$ cat src/rtl/led_pkg.sv
// -----------------------------------------------------------------------------
// led_pkg
// Shared definitions for the LED mode controller slice:
//   - mode_e      : 2-bit display mode encoding (FLOW, BOUNCE, BLINK, OFF)
//   - LED_W_DEF   : default number of LEDs driven
//   - PWM_W       : width of the brightness PWM counter (LED_PWM_EN builds)
//   - next_mode() : mode sequence applied on each press event
// -----------------------------------------------------------------------------
package led_pkg;

  typedef enum logic [1:0] {
    MODE_FLOW   = 2'd0,
    MODE_BOUNCE = 2'd1,
    MODE_BLINK  = 2'd2,
    MODE_OFF    = 2'd3
  } mode_e;

  localparam int LED_W_DEF = 4;
  localparam int PWM_W     = 3;

  // FLOW -> BOUNCE -> BLINK -> OFF -> FLOW
  function automatic mode_e next_mode(input mode_e cur);
    case (cur)
      MODE_FLOW:   return MODE_BOUNCE;
      MODE_BOUNCE: return MODE_BLINK;
      MODE_BLINK:  return MODE_OFF;
      MODE_OFF:    return MODE_FLOW;
      default:     return MODE_FLOW;
    endcase
  endfunction

endpackage

$ cat src/rtl/led_mode_ctrl_if.sv
// -----------------------------------------------------------------------------
// led_mode_ctrl_if
// Board-side signal bundle of the LED mode controller.
//   key_n     : raw active-low push-button (asynchronous)
//   speed_sel : step period = TICK_CYCLES >> speed_sel
//   pause     : 1 = freeze step timer and pattern
//   led       : LED drive, 1 = on
//   mode      : current display mode
//   tick      : one-cycle pulse on each pattern step
//   duty      : PWM brightness (only when LED_PWM_EN is defined)
// Modports: master = board / stimulus side, slave = controller side.
// -----------------------------------------------------------------------------
interface led_mode_ctrl_if
  import led_pkg::*;
#(
  parameter int LED_W = LED_W_DEF
);

  logic             key_n;
  logic [1:0]       speed_sel;
  logic             pause;
  logic [LED_W-1:0] led;
  logic [1:0]       mode;
  logic             tick;
`ifdef LED_PWM_EN
  logic [PWM_W-1:0] duty;
`endif

  modport master (
`ifdef LED_PWM_EN
    output duty,
`endif
    output key_n, speed_sel, pause,
    input  led, mode, tick
  );

  modport slave (
`ifdef LED_PWM_EN
    input  duty,
`endif
    input  key_n, speed_sel, pause,
    output led, mode, tick
  );

endinterface

$ cat src/rtl/key_debounce.sv
// -----------------------------------------------------------------------------
// key_debounce
// Reusable push-button conditioner: 2-FF synchroniser, debouncer and press
// pulse for an active-low key.
//   sys_clk   : clock
//   sys_rst_n : asynchronous active-low reset (debounced state = released)
//   key_n     : raw active-low key, asynchronous to sys_clk
//   press     : one-cycle pulse on the debounced released->pressed transition
// The debounced level only follows the synchronised key after DEB_CYCLES
// consecutive samples that differ from it; any sample equal to the current
// level (a glitch) restarts the count.
// -----------------------------------------------------------------------------
module key_debounce #(
  parameter logic [31:0] DEB_CYCLES = 32'd1_000_000
) (
  input  logic sys_clk,
  input  logic sys_rst_n,
  input  logic key_n,
  output logic press
);

  // DEB_CYCLES of 0 behaves like 1 instead of underflowing the compare
  localparam logic [31:0] DEB_M1 = (DEB_CYCLES == 32'd0) ? 32'd0 : (DEB_CYCLES - 32'd1);

  logic [1:0]  sync_r;
  logic        deb_r;       // debounced level, active-low (1 = released)
  logic [31:0] cnt_r;
  logic        press_r;

  logic        deb_nxt_s;
  logic [31:0] cnt_nxt_s;
  logic        press_nxt_s;

  // Synchroniser chain; idles at released
  always_ff @(posedge sys_clk or negedge sys_rst_n) begin
    if (!sys_rst_n) begin
      sync_r <= 2'b11;
    end else begin
      sync_r <= {sync_r[0], key_n};
    end
  end

  // Stability counter and level acceptance
  always_comb begin
    deb_nxt_s   = deb_r;
    cnt_nxt_s   = 32'd0;
    press_nxt_s = 1'b0;
    if (sync_r[1] != deb_r) begin
      if (cnt_r >= DEB_M1) begin
        deb_nxt_s   = sync_r[1];
        cnt_nxt_s   = 32'd0;
        press_nxt_s = ~sync_r[1];
      end else begin
        cnt_nxt_s = cnt_r + 32'd1;
      end
    end else begin
      cnt_nxt_s = 32'd0;
    end
  end

  // Debounce state registers
  always_ff @(posedge sys_clk or negedge sys_rst_n) begin
    if (!sys_rst_n) begin
      deb_r   <= 1'b1;
      cnt_r   <= 32'd0;
      press_r <= 1'b0;
    end else begin
      deb_r   <= deb_nxt_s;
      cnt_r   <= cnt_nxt_s;
      press_r <= press_nxt_s;
    end
  end

  assign press = press_r;

endmodule

$ cat src/rtl/led_mode_ctrl.sv
// -----------------------------------------------------------------------------
// led_mode_ctrl
// Sequences a bank of LEDs through FLOW / BOUNCE / BLINK / OFF display modes.
// A debounced push-button steps the mode; a step timer with selectable speed
// and a pause input paces the pattern.
//   sys_clk   : system clock
//   sys_rst_n : asynchronous active-low reset
//   io        : led_mode_ctrl_if.slave (key_n, speed_sel, pause in;
//               led, mode, tick out; duty in with LED_PWM_EN)
// Optional feature macro: LED_PWM_EN adds a duty input and a free-running
// PWM counter that gates led for brightness control.
// Outputs are all registered. tick is raised in the cycle right after the
// step edge, so led (registered from the pattern state) follows one cycle
// after tick.
// -----------------------------------------------------------------------------
module led_mode_ctrl
  import led_pkg::*;
#(
  parameter logic [31:0] TICK_CYCLES = 32'd25_000_000,
  parameter logic [31:0] DEB_CYCLES  = 32'd1_000_000,
  parameter int          LED_W       = LED_W_DEF
) (
  input  logic           sys_clk,
  input  logic           sys_rst_n,
  led_mode_ctrl_if.slave io
);

  localparam int               POS_W    = $clog2(LED_W);
  localparam logic [POS_W-1:0] POS_ZERO = {POS_W{1'b0}};
  localparam logic [POS_W-1:0] POS_ONE  = POS_W'(32'd1);
  localparam logic [POS_W-1:0] POS_MAX  = POS_W'(LED_W - 1);
  localparam logic [LED_W-1:0] LED_ONE  = LED_W'(32'd1);
  localparam logic [LED_W-1:0] LED_ALL  = {LED_W{1'b1}};
  localparam logic [LED_W-1:0] LED_NONE = {LED_W{1'b0}};
  localparam logic             DIR_UP   = 1'b1;
  localparam logic             DIR_DOWN = 1'b0;

  logic             press_s;

  mode_e            mode_r,  mode_nxt_s;
  logic [31:0]      count_r, count_nxt_s;
  logic [POS_W-1:0] pos_r,   pos_nxt_s;
  logic             dir_r,   dir_nxt_s;
  logic             phase_r, phase_nxt_s;  // BLINK: 1 = all on
  logic             tick_r,  tick_nxt_s;
  logic [LED_W-1:0] led_r,   led_nxt_s;

  logic [31:0]      period_s;
  logic [31:0]      period_m1_s;
  logic [LED_W-1:0] pattern_s;

  key_debounce #(
    .DEB_CYCLES (DEB_CYCLES)
  ) u_key_debounce (
    .sys_clk   (sys_clk),
    .sys_rst_n (sys_rst_n),
    .key_n     (io.key_n),
    .press     (press_s)
  );

  // Step period; a zero period (tiny TICK_CYCLES) steps every cycle
  always_comb begin
    period_s = TICK_CYCLES >> io.speed_sel;
    if (period_s == 32'd0) begin
      period_m1_s = 32'd0;
    end else begin
      period_m1_s = period_s - 32'd1;
    end
  end

  // Mode FSM next state, step timer and pattern-state advance.
  // A press outranks a coinciding step; >= lets a speed-up mid-count
  // step immediately instead of running the counter round.
  always_comb begin
    mode_nxt_s  = mode_r;
    count_nxt_s = count_r;
    pos_nxt_s   = pos_r;
    dir_nxt_s   = dir_r;
    phase_nxt_s = phase_r;
    tick_nxt_s  = 1'b0;
    if (press_s) begin
      mode_nxt_s  = next_mode(mode_r);
      count_nxt_s = 32'd0;
      pos_nxt_s   = POS_ZERO;
      dir_nxt_s   = DIR_UP;
      phase_nxt_s = 1'b1;
    end else if (io.pause) begin
      count_nxt_s = count_r;
    end else if (count_r >= period_m1_s) begin
      count_nxt_s = 32'd0;
      tick_nxt_s  = 1'b1;
      case (mode_r)
        MODE_FLOW: begin
          if (pos_r == POS_MAX) begin
            pos_nxt_s = POS_ZERO;
          end else begin
            pos_nxt_s = pos_r + POS_ONE;
          end
        end
        MODE_BOUNCE: begin
          // Reverse at the ends without dwelling on them
          if (dir_r == DIR_UP) begin
            if (pos_r == POS_MAX) begin
              dir_nxt_s = DIR_DOWN;
              pos_nxt_s = pos_r - POS_ONE;
            end else begin
              pos_nxt_s = pos_r + POS_ONE;
            end
          end else begin
            if (pos_r == POS_ZERO) begin
              dir_nxt_s = DIR_UP;
              pos_nxt_s = POS_ONE;
            end else begin
              pos_nxt_s = pos_r - POS_ONE;
            end
          end
        end
        MODE_BLINK: phase_nxt_s = ~phase_r;
        MODE_OFF:   pos_nxt_s   = pos_r;
        default:    pos_nxt_s   = POS_ZERO;
      endcase
    end else begin
      count_nxt_s = count_r + 32'd1;
    end
  end

  // Pattern decode from the current pattern state
  always_comb begin
    pattern_s = LED_NONE;
    case (mode_r)
      MODE_FLOW:   pattern_s = LED_ONE << pos_r;
      MODE_BOUNCE: pattern_s = LED_ONE << pos_r;
      MODE_BLINK:  pattern_s = phase_r ? LED_ALL : LED_NONE;
      MODE_OFF:    pattern_s = LED_NONE;
      default:     pattern_s = LED_NONE;
    endcase
  end

`ifdef LED_PWM_EN
  logic [PWM_W-1:0] pwm_cnt_r;

  // Free-running brightness counter
  always_ff @(posedge sys_clk or negedge sys_rst_n) begin
    if (!sys_rst_n) begin
      pwm_cnt_r <= {PWM_W{1'b0}};
    end else begin
      pwm_cnt_r <= pwm_cnt_r + PWM_W'(1'b1);
    end
  end

  // Brightness gating: duty 7 keeps LEDs on every slot, duty 0 one slot in 8
  always_comb begin
    led_nxt_s = pattern_s & {LED_W{pwm_cnt_r <= io.duty}};
  end
`else
  // No brightness control: drive the pattern directly
  always_comb begin
    led_nxt_s = pattern_s;
  end
`endif

  // State and output registers
  always_ff @(posedge sys_clk or negedge sys_rst_n) begin
    if (!sys_rst_n) begin
      mode_r  <= MODE_FLOW;
      count_r <= 32'd0;
      pos_r   <= POS_ZERO;
      dir_r   <= DIR_UP;
      phase_r <= 1'b1;
      tick_r  <= 1'b0;
      led_r   <= LED_NONE;
    end else begin
      mode_r  <= mode_nxt_s;
      count_r <= count_nxt_s;
      pos_r   <= pos_nxt_s;
      dir_r   <= dir_nxt_s;
      phase_r <= phase_nxt_s;
      tick_r  <= tick_nxt_s;
      led_r   <= led_nxt_s;
    end
  end

  assign io.led  = led_r;
  assign io.mode = mode_r;
  assign io.tick = tick_r;

endmodule

$ cat src/flat_wrapper.sv
// flat-port wrapper written by rule: the top's interface ports become plain ports
module led_mode_ctrl_flat import led_pkg::*;
#(
  parameter logic [31:0] TICK_CYCLES = 32'd25_000_000,
  parameter logic [31:0] DEB_CYCLES  = 32'd1_000_000,
  parameter int          LED_W       = LED_W_DEF
)
  (sys_clk, sys_rst_n, io_key_n, io_speed_sel, io_pause, io_led, io_mode, io_tick);
  led_mode_ctrl_if #(.LED_W(LED_W)) io_i ();
  input  logic sys_clk;
  input  logic sys_rst_n;
  input wire logic [$bits(io_i.key_n)-1:0] io_key_n;
  input wire logic [$bits(io_i.speed_sel)-1:0] io_speed_sel;
  input wire logic [$bits(io_i.pause)-1:0] io_pause;
  output wire logic [$bits(io_i.led)-1:0] io_led;
  output wire logic [$bits(io_i.mode)-1:0] io_mode;
  output wire logic [$bits(io_i.tick)-1:0] io_tick;
  assign io_i.key_n = io_key_n;
  assign io_i.speed_sel = io_speed_sel;
  assign io_i.pause = io_pause;
  assign io_led = io_i.led;
  assign io_mode = io_i.mode;
  assign io_tick = io_i.tick;
  led_mode_ctrl #(.TICK_CYCLES(TICK_CYCLES), .DEB_CYCLES(DEB_CYCLES), .LED_W(LED_W)) u_core (.sys_clk(sys_clk), .sys_rst_n(sys_rst_n), .io(io_i));
endmodule
$ cat config.mk
export PLATFORM = sky130hd
export DESIGN_NAME = led_mode_ctrl_flat
export DESIGN_NICKNAME = d
export VERILOG_FILES = /design/src/rtl/led_pkg.sv /design/src/rtl/led_mode_ctrl_if.sv /design/src/rtl/key_debounce.sv /design/src/rtl/led_mode_ctrl.sv /design/src/flat_wrapper.sv
export SDC_FILE = /design/constraint.sdc
export NUM_CORES = 1
export LEC_CHECK = 0
export CAP_MARGIN = 20
export CORE_MARGIN = 2
export CORE_UTILIZATION = 58
export CTS_BUF_LIST = sky130_fd_sc_hd__clkbuf_4
export CTS_CLUSTER_SIZE = 12
export DETAILED_ROUTE_END_ITERATION = 10
export PLACE_DENSITY = 0.86
export SYNTH_ARGS = -nofsm -noshare
export SYNTH_HDL_FRONTEND = slang
export SYNTH_HIERARCHICAL = 1
export SYNTH_SLANG_ARGS = --single-unit
$ cat constraint.sdc
create_clock -name sys_clk -period 2.3 [get_ports sys_clk]
set_clock_uncertainty 0.1 [all_clocks]
set_input_delay 0.69 -clock sys_clk [delete_from_list [all_inputs] [get_ports sys_clk]]
set_output_delay 0.69 -clock sys_clk [all_outputs]
set_load 0.01 [all_outputs]
==> qor.csv, run 1 <==
metric,value,unit
status,"finished, violations left",
failing checks,setup timing,
Sink Count,79,
CP Capture Point,u_core/phase_r$_DFFE_PN1P_,
first-pass GRT wire length,21900,um
Hold Buf Count CTS,0,
fin cells,664,
total routed wirelength,17400,um
Top Metal Used,met4,
gr usage total,0.331,
dpl cells,632,
Power Density,644,nW/um^2
CP Data Required Time,2580,ps
final instance area,6020,um^2
Max-cap violations,0,
worst-margin pin slew,672,ps
sequential share of the synthesized area,0.437,
combinational power share,0.338,
final net count,598,
WL met2,8130,um
Sequential Power Share,0.435,
critical path's slowest cell,dfrtp_1,
GRT overflow,0,
Die X-Extent,92.4,um
number of synthesized flops with an enable pin,0,
Reg2Reg Capture Point,u_core/phase_r$_DFFE_PN1P_,
placed cell area,5360,um^2
hold slack,66.9,ps
port bufs,12,
Residual DRC,0,
reg2reg setup slack,-440,ps
worst reg-to-reg path cell count,8,
hpwl dp,8070,um
die area,8540,um^2
CP max stage delay,490,ps
core footprint,7650,um^2
row cnt,32,
Final Hold Viols,0,
RSZ-0062 raised after global routing,true,
Synth area leaders,"dfrtp_1 41%, ha_1 9.7%, nor3_1 5.0%",
Final Power,0.00388,W
crit-path max FO,3,
"Reg clk slew, reported paths",160,ps
detailed-route via count,4782,
setup ws final,-443,ps
Num CTS Buffers,9,
average vias per placed instance,7.20,
share of the synthesized area in the top cell type,0.408,
Crit. path cell count,8,
area grow syn2layout,32.8,%
Main synth FF type,dfrtp_1,
Root Buffer,clkbuf_4,
setup TNS,-10780,ps
Clk network pwr share,0.227,
ordered list of cells on the worst path,ha_1 > a2111oi_2 > nor2_1 > a2111o_1 > buf_6 > buf_6 > o211a_1 > mux2i_1,
"delay-heaviest family, CP",compound AO/OA/AOI/OAI gates,
area of the mapped netlist,4530,um^2
clk_lat worst skew,480,ps
Synth Area per Inst,9.81,um^2
Initial DRC Count,823,
Worst EP arrival,3030,ps
drt first pass iters,5,
leakage power,2.56,nW
WL/cell,26.2,um
WL met1,6000,um
IO Pins,13,
GPL Wtd Cong,0.943,
Slew Limit Headroom,0.548,
multi-input logic area,2870,um^2
CP endpoint kind,flip-flop,
ANT nets after route,0,
Period minus WS final,2740,ps
most frequent cell on the critical path,buf_6,
DIE HEIGHT,92.4,um
fillers,352,
leading area contributor after synthesis,dfrtp_1,
cell internal pwr,0.00238,W
"FFs w/ async S/R, synth",1.00,
FMAX,0.365,GHz
Reg area,1990,um^2
largest net degree at the start of global routing,40,
post-route clock period utilization,1.19,
yosys warns,6,
initial core utilization,0.593,
Bufs on Longest Clock Path,2,
CTS tree,yes,
met3 wire len,1900,um
Netlist cell types,62,
H-tree Lvls,3,
crit path kind,flip-flop to flip-flop,
Critical path origin,u_core/count_r[25]$_DFFE_PN0P_,
share of cells above drive strength 1,0.310,
initial antenna violation count,0,
"flops & latches, synth",79,
CP Buf/Inv Count,2,
Net Switching,0.00150,W
Worst Hold Class,input pin to async pin,
Net Sw Frac,0.387,
"Setup violations, final",37,
Mapped Cells,462,
Worst Setup Start Kind,flip-flop,
Worst R2R Start,u_core/count_r[25]$_DFFE_PN0P_,
via count of the first global-routing pass,4410,
Peak VDD IR,0.707,mV
Slew Limit Fails,0,
ANT cells,0,
power by group through the flow:
stage | sequential (W) | combinational [W] | clock [W]
floorplan | 0.00168 | 0.000477 | 0
global placement | 0.00165 | 0.000854 | 0
detailed placement | 0.00167 | 0.000915 | 0
CTS | 0.00165 | 0.00102 | 0.000861
global route | 0.00169 | 0.00135 | 0.000938
finish | 0.00169 | 0.00131 | 0.000881
flip-flops by register name (all words and copies together), names as in the netlist:
signal and flops:
u_core/u_key_debounce/press 1, u_core/io.mode 2, u_core/u_key_debounce/sync_r 2, u_core/pos_r 2, u_core/u_key_debounce/cnt_r 32, u_core/u_key_debounce/deb_r 1
u_core/io.led 4, u_core/count_r 32, u_core/phase_r 1, u_core/io.tick 1, u_core/dir_r 1
Yosys cell counts (all sizes together) (3+ instances only):
| library cell | n |
|---|---|
| dfrtp | 74 |
| nor3 | 46 |
| ha | 35 |
| nand2 | 31 |
| nor2 | 27 |
| nand3 | 26 |
| inv | 21 |
| nand4 | 21 |
| xnor2 | 20 |
| a21oi | 17 |
| xor2 | 14 |
| and3 | 12 |
| clkbuf | 11 |
| o21ai | 10 |
| or4 | 10 |
| buf | 6 |
| a31oi | 5 |
| dfstp | 5 |
| nor4 | 5 |
| a22o | 4 |
| and2 | 4 |
| nand2b | 4 |
| nor2b | 4 |
| o211ai | 4 |
| or3 | 4 |
| a211o | 3 |
| a211oi | 3 |
| and4 | 3 |
| conb | 3 |
| mux2i | 3 |
cells by family after synthesis:
family / share of synthesized area
flip-flops: 0.437
multiplexers: 0.0124
AO/OA/AOI/OAI: 0.111
adder cells (fa/ha/maj): 0.0966
XOR/XNOR: 0.0657
buffers and inverters: 0.0359
other: 0.00248
AND/OR/NAND/NOR: 0.238
cell usage in the layout (no fill, tap or decap), types with 11 or more instances in the layout:
cell     instances
a21oi_1         12
buf_4           57
buf_6           11
conb_1          19
dfrtp_1         72
ha_1            25
inv_1           17
nand2_1         28
nand3_1         23
nand4_1         21
nor2_1          26
nor3_1          23
nor3_2          15
xnor2_1         20
xor2_1          14
worst min path at each step:
| stage | start | end | slack (ps) | cells after the start |
|---|---|---|---|---|
| after detailed placement | u_core/u_key_debounce/sync_r[0]$_DFF_PN1_ | u_core/u_key_debounce/sync_r[1]$_DFF_PN1_ | 250 | 0 |
| after floorplan | u_core/u_key_debounce/sync_r[0]$_DFF_PN1_ | u_core/u_key_debounce/sync_r[1]$_DFF_PN1_ | 250 | 0 |
| after global placement | u_core/u_key_debounce/sync_r[0]$_DFF_PN1_ | u_core/u_key_debounce/sync_r[1]$_DFF_PN1_ | 250 | 0 |
| after global routing | sys_rst_n | u_core/pos_r[0]$_DFFE_PN0P_ | 90 | 1 |
| final | sys_rst_n | u_core/pos_r[0]$_DFFE_PN0P_ | 70 | 1 |
| after CTS | sys_rst_n | u_core/pos_r[0]$_DFFE_PN0P_ | 80 | 1 |
cell type report:
| type | instances | area share |
|---|---|---|
| Clock buffer | 9 | 0.0112 |
| Clock inverter | 7 | 0.0125 |
| Inverter | 21 | 0.0156 |
| Multi-Input combinational cell | 361 | 0.477 |
| Sequential cell | 79 | 0.330 |
| Tap cell | 102 | 0.0212 |
| Timing Repair Buffer | 85 | 0.133 |
per-stage QoR:
step	utilization	setup WS, ps
6_report	0.787	-443
2_1_floorplan	-	-371
3_3_place_gp	0.701	-1070
5_1_grt	0.787	-432
3_5_place_dp	0.701	-1170
4_1_cts	0.756	-250
layer usage:
| metal | global-route usage | vias to the layer above |
|---|---|---|
| met5 | 0 | - |
| met4 | 0.153 | 0 |
| met3 | 0.0602 | 168 |
| met2 | 0.572 | 490 |
| met1 | 0.401 | 2267 |
| li1 | - | 1857 |
what timing repair did:
item / 4_1_cts / 5_1_grt
resized for setup: 48 / 36
endpoints found under the setup margin: 37 / 41
pin swaps: 27 / 29
setup buffers: 7 / 8
cloned: 3 / 1
(Power assumes the default switching activity.)
==> run 2, diff against run 1 <==
Settings changed: ABC_CLOCK_PERIOD_IN_PS from default to 2300, RECOVER_POWER from default to 25.
==> run 2 against run 1 <==
Against the previous run: the run still ends with setup timing left; first-iteration DRC count increased by 0.49%; critical endpoint unchanged; sequential share of layout area about the same; maximum frequency increased by 0.22%; flip-flop and latch count unchanged; register-to-register slack about the same; critical path depth unchanged; critical path type unchanged; count of clock-buffer cells in the layout unchanged.
==> qor.csv, run 2 (synthesis gave the netlist of run 1 again) <==
metric,value,unit,change
Period minus WS final,2740,ps,about the same
hpwl dp,8070,um,unchanged
crit path kind,flip-flop to flip-flop,,unchanged
CP endpoint kind,flip-flop,,unchanged
ANT cells,0,,unchanged
Bufs on Longest Clock Path,2,,unchanged
average vias per placed instance,7.17,,was 7.20
failing checks,setup timing,,unchanged
Initial DRC Count,827,,was 823
Final Hold Viols,0,,unchanged
via count of the first global-routing pass,4410,,unchanged
Net Switching,0.00150,W,about the same
leakage power,2.56,nW,about the same
critical path's slowest cell,or4_4,,was dfrtp_1
GPL Wtd Cong,0.943,,unchanged
Worst Setup Start Kind,flip-flop,,unchanged
CTS tree,yes,,unchanged
FMAX,0.365,GHz,about the same
status,"finished, violations left",,unchanged
setup ws final,-437,ps,was -443 ps
drt first pass iters,5,,unchanged
"leading cell type in the layout, fill and taps excluded",dfrtp_1,,unchanged
Num CTS Buffers,9,,unchanged
detailed-route via count,4759,,"was 4,782"
"Setup violations, final",37,,unchanged
most frequent cells in the layout,"72 x dfrtp_1, 56 x buf_4, 28 x nand2_1",,"was 72 x dfrtp_1, 57 x buf_4, 28 x nand2_1"
Worst EP arrival,3020,ps,was 3030 ps
Net Sw Frac,0.387,,about the same
ANT nets after route,0,,unchanged
worst-margin pin slew,1060,ps,was 672 ps
IO Pins,13,,unchanged
final net count,598,,unchanged
CP max stage delay,510,ps,was 490 ps
setup TNS,-10640,ps,"was -10,780 ps"
initial core utilization,0.593,,unchanged
Post-Place Setup Slack,-1170,ps,unchanged
Sink Count,79,,unchanged
total routed wirelength,17500,um,"was 17,400 um"
Peak VDD IR,0.709,mV,was 0.707 mV
initial antenna violation count,0,,unchanged
"Core Util, Final",0.787,,about the same
H-tree Lvls,3,,unchanged
area grow syn2layout,32.7,%,was 32.8%
Slew Limit Fails,0,,unchanged
CP Data Required Time,2580,ps,about the same
first-pass GRT wire length,21900,um,unchanged
Residual DRC,0,,unchanged
Worst Hold Class,input pin to async pin,,unchanged
GR met3 Demand/Resource,0.0602,,unchanged
row cnt,32,,unchanged
die area,8540,um^2,unchanged
GRT overflow,0,,unchanged
port bufs,12,,unchanged
WL/cell,26.3,um,was 26.2 um
grt peak-use layer,met2,,unchanged
combinational power share,0.337,,was 0.338
clk_lat worst skew,480,ps,about the same
met1 usage,0.401,,unchanged
post-route clock period utilization,1.19,,about the same
core footprint,7650,um^2,unchanged
ordered list of cells on the worst path,ha_1 > nand2_1 > or4_4 > nor3_4 > o21a_2 > buf_6 > o211a_1 > mux2i_1,,was ha_1 > a2111oi_2 > nor2_1 > a2111o_1 > buf_6 > buf_6 > o211a_1 > mux2i_1
gr usage total,0.331,,unchanged
Power Density,644,nW/um^2,about the same
Hold Buf Count CTS,0,,unchanged
largest net degree at the start of global routing,40,,unchanged
RSZ-0062 raised after global routing,true,,unchanged
Clk network pwr share,0.228,,was 0.227
Root Buffer,clkbuf_4,,unchanged
cell internal pwr,0.00237,W,was 0.00238 W
crit-path max FO,4,,was 3
Slew Limit Headroom,0.290,,was 0.548
Sequential Power Share,0.435,,about the same
hold slack,267,ps,was 66.9 ps
met2 global-route usage,0.572,,unchanged
Max-cap violations,0,,unchanged
share of cells above drive strength 1,0.310,,unchanged
"Reg clk slew, reported paths",160,ps,about the same
DIE HEIGHT,92.4,um,unchanged
Final Power,0.00387,W,was 0.00388 W
Die X-Extent,92.4,um,unchanged
## run 2: changes by cell type in the layout (fill, tap and decap cells not counted), sizes merged
cell,before,now
buf,75,74
clkbuf,10,11
## run 2: cell type report
| cell class | instances | area (um^2) |
|---|---|---|
| multi-input cells | 361 | 2870 |
| well taps | 102 | 128 |
| fillers | 353 | 1630 |
| inverters | 21 | 93.8 |
| clock buffers | 9 | 67.6 |
| repair buffers | 85 | 797 |
| clock inverters | 7 | 75.1 |
| flip-flops and latches | 79 | 1990 |
## run 2: final timing paths
check,slack (ps),cells after the start,from,endpoint
worst max-delay path,-440,8,u_core/count_r[25]$_DFFE_PN0P_,u_core/phase_r$_DFFE_PN1P_
worst min-delay path,270,1,sys_rst_n,u_core/pos_r[0]$_DFFE_PN0P_
worst max register to register,-440,8,u_core/count_r[25]$_DFFE_PN0P_,u_core/phase_r$_DFFE_PN1P_
worst min register to register,270,0,u_core/u_key_debounce/sync_r[0]$_DFF_PN1_,u_core/u_key_debounce/sync_r[1]$_DFF_PN1_
max in group asynchronous,1050,2,sys_rst_n,u_core/u_key_debounce/cnt_r[12]$_DFF_PN0_
min in group sys_clk,270,0,u_core/u_key_debounce/sync_r[0]$_DFF_PN1_,u_core/u_key_debounce/sync_r[1]$_DFF_PN1_
## run 2: layer usage
metal	up-vias	wire length, um
met1	2265	6070
li1	1859	-
met2	458	8180
met4	0	1430
met5	-	0
met3	177	1800
## run 2: power groups by stage
| stage | combinational, W | clock [W] | sequential, W |
|---|---|---|---|
| 2_1_floorplan | 0.000477 | 0 | 0.00168 |
| 3_3_place_gp | 0.000854 | 0 | 0.00165 |
| 3_5_place_dp | 0.000915 | 0 | 0.00167 |
| 4_1_cts | 0.00102 | 0.000861 | 0.00165 |
| 5_1_grt | 0.00135 | 0.000938 | 0.00169 |
| 6_report | 0.00131 | 0.000882 | 0.00168 |
## run 2: metrics by stage
stage / cell area [um^2] / instances
after floorplan: 4760 / 478
after global placement: 5360 / 632
after detailed placement: 5360 / 632
after CTS: 5780 / 657
after global routing: 6020 / 664
final: 6020 / 664
## run 2: repair_timing
item                       in CTS  in global routing
resized for setup              48                 36
gates cloned                    3                  1
pin swaps                      27                 29
setup endpoints to repair      37                 41
buffers inserted                7                  8
## run 2: worst max-delay path, delay by kind of cell, from the launching register on
family | cells | cell delay (ps)
and+or+nand+nor | 3 | 840
DFF | 1 | 480
AOI/OAI and AO/OA | 2 | 410
adders and majority gates | 1 | 390
muxes | 1 | 310
buffers and inverters | 1 | 130
==> run 3, diff against run 2 <==
Settings changed: ABC_CLOCK_PERIOD_IN_PS 2300 to 3000, CORE_UTILIZATION 58 to 64, PLACE_DENSITY 0.86 to 0.89.
Clock period 2.3 ns to 3 ns, I/O delays scaled along.
==> run 3 against run 2 <==
Against the previous run: the flow finishes with violations (capacitance limit, slew limit); register-to-register slack better by 810 ps; via count decreased by 20%; die area decreased by 9.0%; sequential power is 23% lower; clock power fell by 12%; final cell count down 8.3%; flip-flop and latch count is the same; sequential share of layout area increased by 5.2 points; routed wire length decreased by 42%; worst setup slack improved by 560 ps; first-iteration DRC count down 59%; critical path type is now input pin to flip-flop; critical endpoint is now u_core/count_r[0]$_DFFE_PN0P_; largest power group unchanged.
==> qor.csv, run 3 (synthesis gave the netlist of run 1 again) <==
metric,value,unit,change
die area,7770,um^2,was 8540 um^2
ordered list of cells on the worst path,clkdlybuf4s15_1 > inv_2 > nor2_2 > ha_1 > a211o_1 > a21oi_2 > o21ai_2 > a2111o_1 > or4_4 > a21oi_2,,was ha_1 > nand2_1 > or4_4 > nor3_4 > o21a_2 > buf_6 > o211a_1 > mux2i_1
CP Data Required Time,3270,ps,was 2580 ps
crit-path max FO,4,,unchanged
average vias per placed instance,6.23,,was 7.17
setup TNS,0,ps,"was -10,640 ps"
row cnt,30,,was 32
H-tree Lvls,3,,unchanged
initial core utilization,0.664,,was 0.593
"delay-heaviest family, CP",compound AO/OA/AOI/OAI gates,,was simple AND/OR/NAND/NOR gates
Worst EP arrival,3150,ps,was 3020 ps
Bufs on Longest Clock Path,2,,unchanged
largest net degree at the start of global routing,51,,was 40
Peak VDD IR,0.546,mV,was 0.709 mV
Slew Limit Fails,31,,was 0
GRT overflow,0,,unchanged
Slew Limit Headroom,-0.0960,,was 0.290
core footprint,6830,um^2,was 7650 um^2
Max-cap violations,1,,was 0
via count of the first global-routing pass,3795,,"was 4,410"
Power Density,516,nW/um^2,was 644 nW/um^2
detailed-route via count,3795,,"was 4,759"
GPL Wtd Cong,0.859,,was 0.943
Min-Delay Path Depth,0,,
CP endpoint kind,flip-flop,,unchanged
most frequent cell on the critical path,a21oi_2,,
critical path's slowest cell,or4_4,,unchanged
first-pass GRT wire length,17200,um,"was 21,900 um"
ANT nets after route,0,,unchanged
hpwl dp,7010,um,was 8070 um
Residual DRC,0,,unchanged
ANT cells,0,,unchanged
RSZ-0062 raised after global routing,false,,was true
clk_lat worst skew,430,ps,was 480 ps
Period minus WS final,2880,ps,
Num CTS Buffers,9,,unchanged
Initial DRC Count,340,,was 827
initial antenna violation count,0,,unchanged
DIE HEIGHT,88.2,um,was 92.4 um
Post-Place Setup Slack,-715,ps,was -1170 ps
reg2reg setup slack,370,ps,was -440 ps
status,"finished, violations left",,unchanged
leakage power,2.28,nW,was 2.56 nW
Sink Count,79,,unchanged
area grow syn2layout,14.4,%,was 32.7%
worst-margin pin slew,1640,ps,was 1060 ps
"leading cell type in the layout, fill and taps excluded",dfrtp_1,,unchanged
port bufs,12,,unchanged
Hold Buf Count CTS,0,,unchanged
"Setup violations, final",0,,was 37
gr usage total,0.285,,was 0.331
setup ws final,121,ps,was -437 ps
"Reg clk slew, reported paths",140,ps,was 160 ps
Worst Setup Start Kind,input pin,,was flip-flop
Die X-Extent,88.2,um,was 92.4 um
WL/cell,16.7,um,was 26.3 um
Crit. path cell count,10,,was 8
most frequent cells in the layout,"74 x dfrtp_1, 45 x nor3_1, 34 x ha_1",,"was 72 x dfrtp_1, 56 x buf_4, 28 x nand2_1"
Final Hold Viols,0,,unchanged
post-route clock period utilization,0.960,,
CP Buf/Inv Count,2,,was 1
worst reg-to-reg path cell count,7,,was 8
final net count,549,,was 598
FMAX,0.347,GHz,
share of cells above drive strength 1,0.152,,was 0.310
CTS tree,yes,,unchanged
Root Buffer,clkbuf_4,,unchanged
IO Pins,13,,unchanged
drt first pass iters,4,,was 5
crit path kind,input pin to flip-flop,,was flip-flop to flip-flop
Worst Hold Class,flip-flop to flip-flop,,was input pin to async pin
total routed wirelength,10200,um,"was 17,500 um"
CP max stage delay,490,ps,was 510 ps
hold slack,267,ps,about the same
failing checks,"capacitance limit, slew limit",,was setup timing
"Core Util, Final",0.759,,was 0.787
[run 3: cell type report]
| type | count | area (um^2) |
|---|---|---|
| Fill cell | 448 | 1650 |
| Clock buffer | 9 | 67.6 |
| Tap cell | 96 | 120 |
| Timing Repair Buffer | 36 | 289 |
| Clock inverter | 7 | 109 |
| Sequential cell | 79 | 1980 |
| Inverter | 21 | 78.8 |
| Multi-Input combinational cell | 361 | 2540 |
[run 3: worst paths after layout]
path / startpoint / endpoint
worst max-delay path: io_speed_sel[1] / u_core/count_r[0]$_DFFE_PN0P_
worst max register to register: u_core/count_r[30]$_DFFE_PN0P_ / u_core/pos_r[0]$_DFFE_PN0P_
max in group asynchronous: sys_rst_n / u_core/u_key_debounce/cnt_r[20]$_DFF_PN0_
worst min register to register: u_core/u_key_debounce/sync_r[0]$_DFF_PN1_ / u_core/u_key_debounce/sync_r[1]$_DFF_PN1_
min in group asynchronous: sys_rst_n / u_core/count_r[17]$_DFFE_PN0P_
worst min-delay path: u_core/u_key_debounce/sync_r[0]$_DFF_PN1_ / u_core/u_key_debounce/sync_r[1]$_DFF_PN1_
[run 3: repair_timing]
action	CTS	global route
endpoints found under the setup margin	37	36
setup buffers	1	0
gates resized for setup	8	16
pin swaps	7	10
[run 3: layer usage]
layer	wire length, um	global-route usage
met5	0	0
met4	231	0.0923
met3	599	0.0650
met2	5290	0.489
met1	4060	0.357
[run 3: stage by stage]
stage	power, W	area (um^2)	cells
CTS	0.00267	5140	609
floorplan	0.00163	4600	478
detailed placement	0.00189	4940	592
finish	0.00267	5190	609
global route	0.00281	5190	609
global placement	0.00185	4940	592
[run 3: power breakdown]
group	leakage [nW]	switching [W]	total [W]	internal, W
Clock	0.0950	0.000419	0.000776	0.000357
Sequential	1.04	0.000123	0.00129	0.00117
Combinational	1.15	0.000324	0.000609	0.000285
Total	2.28	0.000866	0.00267	0.00181
